[src/rtl/sim_step_sched.sv]
// Top-level step sequencer for the LBM datapath: image load, commit, then COLLIDE/STREAM steps.
// Optional macro SIM_STEP_LIMIT_EN adds max_steps/run_done to end a run after a step count.
module sim_step_sched #(
  parameter int DEPTH  = 1024,
  parameter int STEP_W = 16
) (
  input  logic              clk,
  input  logic              rst_n,
  input  logic              start,
  input  logic              stop,
  input  logic              load_req,
  input  logic              s_valid,
  input  logic [31:0]       s_data,
  output logic              s_ready,
  output logic              wr_en,
  output logic [31:0]       wr_data,
  output logic              img_commit,
  output logic              in_collision_state,
  input  logic              collide_done,
  input  logic              stream_done,
  output logic              busy,
  output logic [STEP_W-1:0] step_cnt,
  output logic              err_seq
`ifdef SIM_STEP_LIMIT_EN
  ,
  input  logic [STEP_W-1:0] max_steps,
  output logic              run_done
`endif
);

  localparam int WORDS  = DEPTH / 32;
  localparam int WCNT_W = (WORDS > 1) ? $clog2(WORDS) : 1;
  localparam logic [WCNT_W-1:0] LAST_WORD = WCNT_W'(WORDS - 1);

  if (DEPTH <= 0 || (DEPTH % 32) != 0) begin : g_depth_check
    $error("sim_step_sched: DEPTH must be a non-zero multiple of 32");
  end

  typedef enum logic [2:0] {
    S_IDLE,
    S_LOAD,
    S_COMMIT,
    S_COLLIDE,
    S_STREAM
  } state_t;

  state_t              state_reg;
  logic [WCNT_W-1:0]   word_cnt_reg;
  logic                load_pend_reg;
  logic [STEP_W-1:0]   step_next;
  logic                pend_any;
  logic                limit_hit;

  assign step_next = step_cnt + STEP_W'(1);
  // A request landing on the same cycle as stream_done still counts at this boundary.
  assign pend_any  = load_pend_reg | load_req;

`ifdef SIM_STEP_LIMIT_EN
  assign limit_hit = (max_steps != '0) && (step_next == max_steps);
`else
  assign limit_hit = 1'b0;
`endif

  // Every output is a register updated alongside the state transition that implies it.
  always_ff @(posedge clk or negedge rst_n) begin
    if (!rst_n) begin
      state_reg          <= S_IDLE;
      word_cnt_reg       <= '0;
      load_pend_reg      <= 1'b0;
      s_ready            <= 1'b0;
      wr_en              <= 1'b0;
      wr_data            <= '0;
      img_commit         <= 1'b0;
      in_collision_state <= 1'b0;
      busy               <= 1'b0;
      step_cnt           <= '0;
      err_seq            <= 1'b0;
`ifdef SIM_STEP_LIMIT_EN
      run_done           <= 1'b0;
`endif
    end else begin
      wr_en      <= 1'b0;
      img_commit <= 1'b0;
`ifdef SIM_STEP_LIMIT_EN
      run_done   <= 1'b0;
`endif
      if (collide_done && state_reg != S_COLLIDE) err_seq <= 1'b1;
      if (stream_done && state_reg != S_STREAM) err_seq <= 1'b1;
      if (load_req && state_reg != S_IDLE) load_pend_reg <= 1'b1;

      case (state_reg)
        S_IDLE: begin
          if (start) begin
            state_reg    <= S_LOAD;
            word_cnt_reg <= '0;
            step_cnt     <= '0;
            s_ready      <= 1'b1;
            busy         <= 1'b1;
          end
        end

        S_LOAD: begin
          if (s_valid) begin
            wr_en        <= 1'b1;
            wr_data      <= s_data;
            word_cnt_reg <= word_cnt_reg + WCNT_W'(1);
            // img_commit is raised here so it lines up with the last wr_en strobe.
            if (word_cnt_reg == LAST_WORD) begin
              state_reg  <= S_COMMIT;
              s_ready    <= 1'b0;
              img_commit <= 1'b1;
            end
          end
        end

        S_COMMIT: begin
          // The freshly committed image satisfies any request raised during the load.
          state_reg          <= S_COLLIDE;
          load_pend_reg      <= 1'b0;
          word_cnt_reg       <= '0;
          in_collision_state <= 1'b1;
        end

        S_COLLIDE: begin
          if (collide_done) begin
            state_reg          <= S_STREAM;
            in_collision_state <= 1'b0;
          end
        end

        S_STREAM: begin
          if (stream_done) begin
            step_cnt <= step_next;
            if (limit_hit) begin
              state_reg <= S_IDLE;
              busy      <= 1'b0;
`ifdef SIM_STEP_LIMIT_EN
              run_done  <= 1'b1;
`endif
            end else if (stop) begin
              state_reg <= S_IDLE;
              busy      <= 1'b0;
            end else if (pend_any) begin
              state_reg <= S_LOAD;
              s_ready   <= 1'b1;
            end else begin
              state_reg          <= S_COLLIDE;
              in_collision_state <= 1'b1;
            end
          end
        end

        default: begin
          state_reg          <= S_IDLE;
          s_ready            <= 1'b0;
          in_collision_state <= 1'b0;
          busy               <= 1'b0;
        end
      endcase
    end
  end

endmodule

[config.mk]
export PLATFORM = sky130hd
export DESIGN_NAME = sim_step_sched
export DESIGN_NICKNAME = d
export VERILOG_FILES = /design/src/rtl/sim_step_sched.sv
export SDC_FILE = /design/constraint.sdc
export NUM_CORES = 1
export LEC_CHECK = 0
export ABC_CLOCK_PERIOD_IN_PS = 1600
export CAP_MARGIN = 0
export CELL_PAD_IN_SITES_DETAIL_PLACEMENT = 0
export CELL_PAD_IN_SITES_GLOBAL_PLACEMENT = 2
export CORE_ASPECT_RATIO = 2
export CORE_MARGIN = 8
export CORE_UTILIZATION = 26
export DETAILED_ROUTE_END_ITERATION = 8
export MAX_ROUTING_LAYER = met4
export PLACE_DENSITY_LB_ADDON = 0.1
export SYNTH_ARGS = -nofsm -noshare
export SYNTH_HDL_FRONTEND = slang
export SYNTH_SLANG_ARGS = --single-unit
[constraint.sdc]
create_clock -name clk -period 1.6 [get_ports clk]
set_clock_uncertainty 0.05 [all_clocks]
set_input_delay 0.32 -clock clk [delete_from_list [all_inputs] [get_ports clk]]
set_output_delay 0.32 -clock clk [all_outputs]
set_load 0.02 [all_outputs]
# Word-level counts from Yosys, hierarchy flattened
# Cells that the tools add are included.
# W data, S select, Z words.
[totals] regBits=63 output_inout_bits=54
[op_classes] addsub=2 eq_ne=16 muxes=38 bitwise_logic=4 n_reduce_logical=19
[ops] op="$mux W16" n=2
[ops] op="$pmux W16 S2" n=1
[ops] op="$mux W1" n=21
[ops] op="$ne A2 B2 Y1 const B" n=9
[ops] op="$add A16 B1 Y16 const B" n=1
[ops] op="$mux W3" n=5
[ops] op="$pmux W3 S5" n=1
[ops] op="$pmux W5 S3" n=1
[ops] op="$mux W5" n=2
[ops] op="$reduce_and A5 Y1" n=2
[ops] op="$pmux W1 S4" n=2
[ops] op="$reduce_and A7 Y1" n=1
[ops] op="$eq A3 B2 Y1 const B" n=2
[ops] op="$reduce_and A3 Y1" n=2
[ops] op="$reduce_bool A2 Y1" n=3
[ops] op="$reduce_bool A3 Y1" n=2
[ops] op="$add A5 B1 Y5 const B" n=1
[ops] op="$eq A5 B5 Y1 const B" n=1
[ops] op="$mux W2" n=2
[ops] op="$reduce_and A4 Y1" n=1
[ops] op="$reduce_or A2 Y1" n=2
[ops] op="$eq A3 B1 Y1 const B" n=1
[ops] op="$eq A3 B3 Y1 const B" n=1
[ops] op="$logic_and A1 B1 Y1" n=3
[ops] op="8 further kinds" n=10

# Logic depth before layout (Yosys ltp)
# Gate-level depths: netlist of the first run.
[depth] ltp_word=5 ltp_mapped=6 depth_no_buf=6

# Least setup slack after synthesis of the first run
# No wires, ideal clock.
[synth_path] kind="register to register" startpoint="reg step_cnt[0]" endpoint="reg step_cnt[12]" setup_ps=78 t_arrival_ps=1656 slack_ps=-183 path_stages_with_launch=7 path_buffers=1 synth_period_minus_slack_ps=1783 path_cell_list="dfrtp_1 ha_1 and3_1 clkbuf_1 nand4_4 or3_1 a21oi_1"
[synth_between] elab_chain_len=3
[synth_lines] item="start: declaration" line="22" source="output logic [STEP_W-1:0] step_cnt,"
[synth_lines] item="start signal: assignment" line="133" source="step_cnt <= step_next;"
[synth_lines] item="$add A16 B1 Y16" line="54" source="assign step_next = step_cnt + STEP_W'(1);"
[synth_lines] item="$mux W16" line="132" source="if (stream_done) begin"
[synth_lines] item="$pmux W16 S2" line="91" source="case (state_reg)"
# Every way passes these cells. The select of a mux whose other input is x is not followed.
# A chain may end at the register's enable or synchronous reset.

# Worst setup path after layout of the first run
[layout_path] startpoint="reg word_cnt_reg[0]" endpoint="reg s_ready"
[layout_between] elab_chain_len=3
[layout_lines] item="start: declaration" line="48" source="logic [WCNT_W-1:0] word_cnt_reg;"
[layout_lines] item="start signal: assignment" line="106" source="word_cnt_reg <= word_cnt_reg + WCNT_W'(1);"
[layout_lines] item="$eq A5 B5 Y1" line="108" source="if (word_cnt_reg == LAST_WORD) begin"
[layout_lines] item="$ne A2 B2 Y1 (no source line)"
[layout_lines] item="$reduce_and A7 Y1 (no source line)"
[layout_lines] item="end signal: assignment" line="97" source="s_ready <= 1'b1;"
[layout_lines] item="end signal: assignment" line="110" source="s_ready <= 1'b0;"
[layout_lines] item="end signal: assignment" line="145" source="s_ready <= 1'b1;"
[layout_lines] item="end: declaration" line="14" source="output logic s_ready,"
# Every way passes these cells.

==> impl_metrics.json, run 1 <==
{
  "run_status": "finished with violations",
  "violations": "negative setup slack",
  "core_area_um2": 10700,
  "clockRootBuffer": "clkbuf_16",
  "post-route-drc-count": 0,
  "critical_path.endpoint_type": "flip-flop",
  "synthFlopType": "dfrtp_1",
  "internal_power_mw": 4.90,
  "period_share_pct": 104,
  "max_fo_critical_path": 3,
  "final_net_count": 409,
  "cp.required_ns": 1.80,
  "die_x_um": 89.7,
  "p_clk_share_pct": 23.5,
  "switchingPower_mw": 2.79,
  "rsz_0062_raised_after_global_routing": "true",
  "synthesis.instances": 230,
  "drive_above_1_share_pct": 30.7,
  "num_io_pins": 94,
  "postRouteWirelength_um": 8000,
  "worst-setup-path-type": "reg2reg",
  "relSlewSlack_pct": 81.5,
  "finish.instance_area_um2": 4520,
  "num_antenna_cells": 0,
  "crit_chain": "ha_2 -> and3_4 -> ha_4 -> a221o_1 -> a21boi_1 -> a2bb2oi_1",
  "hold_removal_path_class": "in2async",
  "report.final.slew_viol_count": 0,
  "post_synthesis_net_count": 273,
  "finalWorstSetupSlack_ns": -0.0572,
  "clock_sinks": 63,
  "worst_slew_pin_slew_ns": 0.274,
  "cell_types_occupying_the_most_area_after_synthesis": "dfrtp_1, mux2_2, o21ai_0, a21oi_1, nand2_1",
  "ys.warnings.count": 0,
  "synth.yosys.seq_area_share_pct": 55.8,
  "leakagePower_nw": 2.03,
  "critPathLaunchType": "flip-flop",
  "detailedRoute.firstPassIterationCount": 4,
  "synth_top_area_cell": "dfrtp_1",
  "largest_register_ff_count": 32,
  "critPathSlowestCell": "dfrtp_1",
  "cts.htree.levels": 3,
  "globalplace.congestion": 0.823,
  "combPwrFrac_pct": 43.9,
  "routed-via-count": 2309,
  "die-area_um2": 14700,
  "grt_pass1_wl_um": 13400,
  "max_freq_mhz": 603,
  "routedWlPerCell_um": 15.7,
  "global_route.usage.total_pct": 11.8,
  "layout.core_utilization_pct": 42.1,
  "post-route-min-period_ns": 1.66,
  "synthesis.area_per_instance_um2": 12.3,
  "synth_largest_type_area_fraction_pct": 55.8,
  "port_buffers": 93,
  "post_drt_via_cell_ratio": 4.52,
  "max-cap-violations": 0,
  "synth_seq_cells": 63,
  "power.ir.vdd_worst_mv": 0.589,
  "initial_antenna_violation_count": 0,
  "power-per-cell-area_nw_per_um2": 1700,
  "grt_pass1_vias": 2542,
  "power.sequential.fraction_pct": 32.6,
  "dr.first_iter.drc_count": 85,
  "clk_pin_slew_ns": 0.06,
  "arrival_time_at_the_worst_endpoint_ns": 1.86,
  "cts_tree": "done",
  "area_of_combinational_cells_with_multiple_inputs_um2": 1230,
  "yosysMostFrequentCell": "dfrtp_1",
  "filler_cell_count": 1026,
  "ctsLongestPathBuffers": 2,
  "cts_inserted_buffers": 9,
  "sw_ratio_pct": 36.3,
  "area_growth_syn_to_layout_pct": 59.9,
  "ff_latch_area_um2": 1580,
  "synth_enable_flop_cells": 0,
  "most_frequent_cells_after_synthesis": "dfrtp_1, mux2_2, nand2_1",
  "grt_max_degree": 40,
  "postRouteAntennaNets": 0,
  "globalRoute.totalOverflow": 0,
  "placement_rows": 54,
  "dpl_cell_area_um2": 4270,
  "vertical_die_dimension_um": 163,
  "synth_cell_types": 46,
  "crit_path_max_incr_delay_ns": 0.38,
  "hold_violations": 0,
  "asyncSetResetFlopFracSynth_pct": 100,
  "syn-cell-area_um2": 2830,
  "place.detailed.hpwl_um": 6140,
  "clk-insertion-delay-late_ns": 0.33,
  "floorplan.initialDensity_pct": 26.3,
  "finalSetupViolations": 4
}
==> layer usage <==
metal,global-route usage (%),part of all wire (%)
met1,13.0,43
met2,19.2,51
met3,3.18,4.2
met4,5.59,2.5
met5,-,0
==> cell type report <==
cell class	count	area share, %
inverter	5	0.415
clock buffer	10	5.29
sequential	63	34.9
tap	140	3.87
clock inverter	6	1.02
multi-input combinational	152	27.3
timing repair buffer	135	27.2
==> worst max-delay path, delay by kind of cell (launching register included) <==
family	cells	cell delay (ns)
AOI/OAI and AO/OA	3	0.66
and+or+nand+nor	1	0.15
DFF	1	0.38
adders and majority gates	2	0.34
==> cell families (layout without fill, tap and decap cells) <==
group           Yosys count  count (layout)  share of synthesized area [%]
flops                    63              63                           55.8
compound gates           47              47                           11.2
xor+xnor                  5               5                           1.55
buf+inv                  15             156                           2.92
fa+ha+maj                 3               3                           1.33
simple gates             60              60                           12.6
mux                      37              37                           14.7
==> metrics by stage <==
stage	TNS, ns	cells	hold slack, ns	power (mW)	setup WS (ns)
2_1_floorplan	-0.0517	230	-0.0256	4.39	-0.0204
5_1_grt	-1.63	511	0.395	8.20	-0.127
6_report	-0.104	511	0.361	7.69	-0.0572
3_3_place_gp	-11.31	493	0.165	6.23	-0.236
4_1_cts	-0.246	511	0.370	7.83	-0.0784
3_5_place_dp	-11.95	493	0.167	6.28	-0.257
==> what timing repair did <==
action | in CTS | in global routing
setup buffers | 1 | 0
pin swaps | 4 | 2
resized for setup | 59 | 1
hold buffers | 1 | 0
setup endpoints to repair | 61 | 45
gates cloned | 0 | 0
hold endpoints to repair | 10 | 0
==> power groups by stage <==
stage	combinational, mW	sequential (mW)	clock [mW]
floorplan	1.28	3.11	0
detailed placement	3.72	2.56	0
global placement	3.69	2.54	0
CTS	3.43	2.52	1.88
global route	3.65	2.59	1.95
finish	3.38	2.51	1.81
==> path summary, 6_finish.rpt <==
| check | start | endpoint | slack, ns | cells after the start |
|---|---|---|---|---|
| worst max register to register | word_cnt_reg[0] | s_ready | -0.06 | 6 |
| worst min register to register | err_seq | err_seq | 0.43 | 1 |
| max in group asynchronous | rst_n | wr_data[0] | 0.48 | 4 |
| worst min-delay path | rst_n | step_cnt[6] | 0.36 | 2 |
| min in group clk | err_seq | err_seq | 0.43 | 1 |
| worst max-delay path | word_cnt_reg[0] | s_ready | -0.06 | 6 |
==> cell usage in the layout, fill, tap and decap left out, types with 2 or more instances in the layout <==
master,Yosys,routed
o32ai_1,2,2
nand2_1,15,15
inv_1,5,5
clkbuf_16,0,9
clkinv_4,0,3
mux2i_1,3,3
nand4_4,2,2
or2_2,2,2
nor2_1,8,8
buf_4,4,37
and4_1,2,2
dfrtp_1,63,61
a31oi_1,2,2
nand2b_1,3,2
a21oi_1,12,11
clkinvlp_4,0,2
nand4_1,3,3
a21oi_2,1,2
xor2_1,3,3
clkdlybuf4s15_1,0,2
ha_4,0,2
a22o_1,6,6
or3_1,6,6
xnor2_1,2,2
clkdlybuf4s50_1,0,38
o21ai_0,13,13
mux2_2,33,33
dfrtp_2,0,2
dlygate4sd2_1,0,52
nor2_2,2,2
buf_12,0,4
nand3_1,7,7
(Power assumes the default switching activity.)
==> run 2, diff against run 1 <==
Settings changed: CTS_CLUSTER_SIZE set to 8.
==> results of run 2 <==
No change in the layout: final DEF, timing and power equal those of run 1.
